<file path="config.mk">
export PLATFORM = sky130hd
export DESIGN_NAME = mem_bus_arbiter
export DESIGN_NICKNAME = d
export VERILOG_FILES = /design/src/rtl/mem_bus_arbiter.sv
export SDC_FILE = /design/constraint.sdc
export NUM_CORES = 1
export LEC_CHECK = 0
export ABC_AREA = 1
export CAP_MARGIN = 10
export CORE_AREA = 2 2 69 71
export CTS_CLUSTER_DIAMETER = 120
export DETAILED_ROUTE_END_ITERATION = 6
export DIE_AREA = 0 0 71 73
export MAX_ROUTING_LAYER = met4
export PLACE_DENSITY = 0.8
export SKIP_CTS_REPAIR_TIMING = 1
export SLEW_MARGIN = 5
export SYNTH_ARGS = -nofsm -noshare
export SYNTH_HDL_FRONTEND = slang
export SYNTH_SLANG_ARGS = --single-unit
export TNS_END_PERCENT = 5
</file>
<file path="constraint.sdc">
create_clock -name clk -period 1.59 [get_ports clk]
set_input_delay 0.318 -clock clk [delete_from_list [all_inputs] [get_ports clk]]
set_output_delay 0.318 -clock clk [all_outputs]
set_load 0.01 [all_outputs]
</file>
<file path="src/rtl/mem_bus_arbiter.sv">
// Two-master arbiter for the shared single-port memory. Ownership is registered,
// ties go round-robin, and a hold counter bounds how long one owner can starve the other.
module mem_bus_arbiter #(
  parameter int ADDR_W   = 9,
  parameter int DATA_W   = 16,
  parameter int MAX_HOLD = 4
) (
  input  logic              clk,
  input  logic              reset,
  input  logic [1:0]        m0_cmd,
  input  logic [ADDR_W-1:0] m0_addr,
  input  logic [DATA_W-1:0] m0_wdata,
  output logic              m0_gnt,
  output logic              m0_rvalid,
  input  logic [1:0]        m1_cmd,
  input  logic [ADDR_W-1:0] m1_addr,
  input  logic [DATA_W-1:0] m1_wdata,
  output logic              m1_gnt,
  output logic              m1_rvalid,
  output logic [1:0]        mem_cmd,
  output logic [ADDR_W-1:0] mem_addr,
  output logic [DATA_W-1:0] mem_wdata,
  input  logic [DATA_W-1:0] mem_rdata,
  output logic [DATA_W-1:0] rdata,
  output logic [1:0]        owner
);

  // Handshake: a master presents cmd/addr/wdata and holds them until it sees its gnt
  // high; one beat transfers in every cycle where gnt is high; an accepted MREAD returns
  // data on rdata with that master's rvalid high in exactly the following cycle.

  typedef enum logic [1:0] {
    OWN_NONE = 2'b00,
    OWN_M0   = 2'b01,
    OWN_M1   = 2'b10
  } own_t;

  localparam logic [1:0] CMD_NONE  = 2'b00;
  localparam logic [1:0] CMD_READ  = 2'b01;
  localparam logic [3:0] HOLD_LAST = 4'(MAX_HOLD - 1);

  own_t       owner_q, owner_d;
  own_t       last_q, last_d;
  logic [3:0] hold_q, hold_d;
  logic       m0_rvalid_q, m0_rvalid_d;
  logic       m1_rvalid_q, m1_rvalid_d;

  logic req0, req1;
  logic req_own, req_oth;
  own_t other;

  // The illegal 11 encoding has both bits set, so it never counts as a request.
  assign req0 = m0_cmd[0] ^ m0_cmd[1];
  assign req1 = m1_cmd[0] ^ m1_cmd[1];

  assign owner     = owner_q;
  assign m0_rvalid = m0_rvalid_q;
  assign m1_rvalid = m1_rvalid_q;
  assign rdata     = mem_rdata;

  always_comb begin
    m0_gnt    = (owner_q == OWN_M0) && req0;
    m1_gnt    = (owner_q == OWN_M1) && req1;
    mem_cmd   = CMD_NONE;
    mem_addr  = '0;
    mem_wdata = '0;
    case (owner_q)
      OWN_M0: begin
        mem_cmd   = req0 ? m0_cmd : CMD_NONE;
        mem_addr  = m0_addr;
        mem_wdata = m0_wdata;
      end
      OWN_M1: begin
        mem_cmd   = req1 ? m1_cmd : CMD_NONE;
        mem_addr  = m1_addr;
        mem_wdata = m1_wdata;
      end
      default: ;
    endcase
  end

  always_comb begin
    owner_d     = owner_q;
    last_d      = last_q;
    hold_d      = hold_q;
    req_own     = (owner_q == OWN_M0) ? req0 : req1;
    req_oth     = (owner_q == OWN_M0) ? req1 : req0;
    other       = (owner_q == OWN_M0) ? OWN_M1 : OWN_M0;
    m0_rvalid_d = m0_gnt && (m0_cmd == CMD_READ);
    m1_rvalid_d = m1_gnt && (m1_cmd == CMD_READ);
    case (owner_q)
      OWN_M0, OWN_M1: begin
        if (!req_own) begin
          // Release hands straight to a waiting master so the bus never idles.
          owner_d = req_oth ? other : OWN_NONE;
          if (req_oth) last_d = other;
          hold_d = '0;
        end else if (req_oth) begin
          if (hold_q == HOLD_LAST) begin
            owner_d = other;
            last_d  = other;
            hold_d  = '0;
          end else begin
            hold_d = hold_q + 4'd1;
          end
        end
      end
      default: begin
        // Idle: a lone requester wins; on a tie the master not granted last wins.
        if (req0 && (!req1 || last_q != OWN_M0)) owner_d = OWN_M0;
        else if (req1)                           owner_d = OWN_M1;
        else                                     owner_d = OWN_NONE;
        if (req0 || req1) last_d = owner_d;
        hold_d = '0;
      end
    endcase
  end

  always_ff @(posedge clk or posedge reset) begin
    if (reset) begin
      owner_q     <= OWN_NONE;
      last_q      <= OWN_M1;
      hold_q      <= '0;
      m0_rvalid_q <= 1'b0;
      m1_rvalid_q <= 1'b0;
    end else begin
      owner_q     <= owner_d;
      last_q      <= last_d;
      hold_q      <= hold_d;
      m0_rvalid_q <= m0_rvalid_d;
      m1_rvalid_q <= m1_rvalid_d;
    end
  end

endmodule

</file>
==> flow_metrics.env <==
export IMPL_final_common_cell="nand2_1"
export IMPL_crit_path_end_kind="output pin"
export IMPL_cp_data_arrival_time_ps=1450
export IMPL_r2r_end="owner[0]$_DFFE_PP0P_"
export IMPL_clockRootBuffer="clkbuf_8"
export IMPL_reg2reg_from="owner[1]$_DFFE_PP0P_"
export IMPL_worst_ep_required_time_ps=1270
export IMPL_hpwl_um=3460
export IMPL_die_height_um=73
export IMPL_numCtsBuffers=3
export IMPL_diodes=0
export IMPL_synth_main_ff_cell="dfrtp_1"
export IMPL_layout_drive_gt1_share_pct=39.1
export IMPL_grt_max_degree=30
export IMPL_grt_antenna_before_repair=0
export IMPL_fmaxAchievable_mhz=566
export IMPL_grt_pass1_wl_um=6430
export IMPL_ys_ff_latch=10
export IMPL_syn_inst=209
export IMPL_vias=1658
export IMPL_period_needed_ps=1770
export IMPL_synth_edf_count=0
export IMPL_rrSetupSlack_ps=-20
export IMPL_clock_sinks=10
export IMPL_synthesis_area_mm2=0.00127
export IMPL_grt_overflow=0
export IMPL_gr_usage_all_layers_pct=15.6
export IMPL_synth_area_leader_cell="nand2_1"
export IMPL_cts_tree="built"
export IMPL_vias_per_cell=4.66
export IMPL_power_density_mw_per_mm2=1420
export IMPL_multi_input_area_um2=937
export IMPL_period_share_pct=111
export IMPL_post_place_ws_ps=-668
export IMPL_start_util_pct=28.0
export IMPL_grt_pass1_vias=1488
export IMPL_port_buffers=88
export IMPL_yosys_warnings=0
export IMPL_synth_top_area_share_pct=23.4
export IMPL_async_flop_share_pct=100
export IMPL_final_nets=385
export IMPL_final_cell_mix="70 x nand2_1, 56 x clkdlybuf4s50_1, 22 x a21oi_2, 22 x buf_2, 21 x buf_4"
export IMPL_gp_congestion=0.899
export IMPL_path_max_fanout=11
export IMPL_fin_area_mm2=0.00240
export IMPL_relSlewSlack_pct=74.3
export IMPL_clock_skew_ps=8.47
export IMPL_worstSkewPairLatency_ps=240
export IMPL_ys_types=21
export IMPL_critPathLaunchType="flop"
export IMPL_worst_pin_slew_ps=385
export IMPL_rows=25
export IMPL_drt_iter0_markers=83
export IMPL_violations="negative setup slack"
export IMPL_clockBufferDepth=2
export IMPL_regArea_um2=251
export IMPL_hold_path_class="in2async"
export IMPL_finalSetupViolations=34
export IMPL_utilization_pct=53.0
export IMPL_wire_per_inst_um=13.0
export IMPL_synth_area_leaders="nand2_1 23%, dfrtp_1 18%, a21oi_1 11%, buf_4 11%, ha_1 9.9%"
export IMPL_drv_slew=0
export IMPL_h_tree_depth=1
export IMPL_ir_worst_vdd_mv=0.603
export IMPL_status="finished, violations left"
export IMPL_rsz0062_at_grt="yes"
export IMPL_syn2layout_area_growth_pct=89.3
export IMPL_worstRegToRegCells=12
export IMPL_die_x_um=71
export IMPL_dpl_cell_area_mm2=0.00232
export IMPL_drc=0
export IMPL_synthesis_nets=291
export IMPL_io_pins=121
export IMPL_synth_area_per_cell_um2=6.07
export IMPL_coreArea_mm2=0.00454
export IMPL_clk_pin_slew_ps=50
export IMPL_die_area_mm2=0.00518
export IMPL_crit_type="reg2out"
export IMPL_power_leakage_nw=1.17
export IMPL_fin_ws_ps=-176
export IMPL_hold_viol=0
export IMPL_routed_wl_um=4620
export IMPL_ant_nets=0
export IMPL_drtPass1Iterations=4
export IMPL_maxCapViolCount=0
export IMPL_synth_seq_area_share_pct=19.8
export IMPL_fillers=438
==> worst max-delay path by stage <==
stage,slack (ps),start,to
2_1_floorplan,-10,owner[0]$_DFFE_PP0P_,mem_addr[1]
3_3_place_gp,-650,m0_cmd[0],m0_gnt
3_5_place_dp,-670,m0_cmd[0],m0_gnt
4_1_cts,-680,m0_cmd[0],m0_gnt
5_1_grt,-250,owner[1]$_DFFE_PP0P_,mem_wdata[8]
6_report,-180,owner[1]$_DFFE_PP0P_,mem_wdata[8]
==> stage by stage <==
stage	hold slack, ps	setup TNS, ps	power, mW	std cells
finish	361	-3850	3.42	356
global route	402	-6450	3.69	356
global placement	455	-13400	2.96	348
floorplan	157	-238	1.88	209
detailed placement	456	-13900	3.01	348
CTS	381	-18530	3.29	352
==> area by class of cell <==
| cell class | count | share of cell area [%] |
|---|---|---|
| clock buffers | 4 | 1.88 |
| multi-input cells | 149 | 39.0 |
| repair buffers | 114 | 41.8 |
| well taps | 54 | 2.81 |
| flip-flops and latches | 10 | 10.5 |
| inverters | 25 | 4.01 |
==> cells in the mapped netlist (2+ instances only) <==
master,n
nand2_1,79
a21oi_1,27
inv_1,19
buf_4,18
ha_1,10
dfrtp_1,9
nor2_1,8
nand3_1,7
inv_2,6
nand2_2,6
clkbuf_1,3
o21ai_1,3
buf_2,2
buf_6,2
nand4_1,2
nor2_2,2
o21ai_2,2
==> cell families (layout without fill, tap and decap cells) <==
family | Yosys count | after routing | share of synthesized area, %
compound gates | 33 | 33 | 14.0
fa+ha+maj | 10 | 10 | 9.86
buf+inv | 50 | 143 | 21.5
flops | 10 | 10 | 19.8
simple gates | 106 | 106 | 34.8
==> report_power, final <==
| group | internal (mW) | switching [mW] | leakage [nW] |
|---|---|---|---|
| clock | 0.175 | 0.0949 | 0.0228 |
| combinational | 1.25 | 1.50 | 1.01 |
| sequential | 0.340 | 0.0629 | 0.131 |
==> routing by layer <==
metal  global-route usage [%]  share of wire, %  routed length (um)  up-vias
li1                         -                 -                   -      823
met1                     14.7                37                1700      752
met2                     30.4                53                2460       73
met3                     4.70               8.4                 386       10
met4                     4.19               1.6                  72        0
met5                        -                 0                   0        -
==> registers in the layout (all words and copies together) (netlist names) <==
signal / count
hold_q: 4
last_q: 2
owner: 2
m0_rvalid: 1
m1_rvalid: 1
==> worst max-delay path: stages, from the launching register on <==
cell and delay (ps):
dfrtp_1 420, inv_2 100, ha_4 170, clkbuf_16 180
nand2_2 60, a21oi_2 140, buf_2 140
Note: power is estimated with default switching activity, not from simulation.
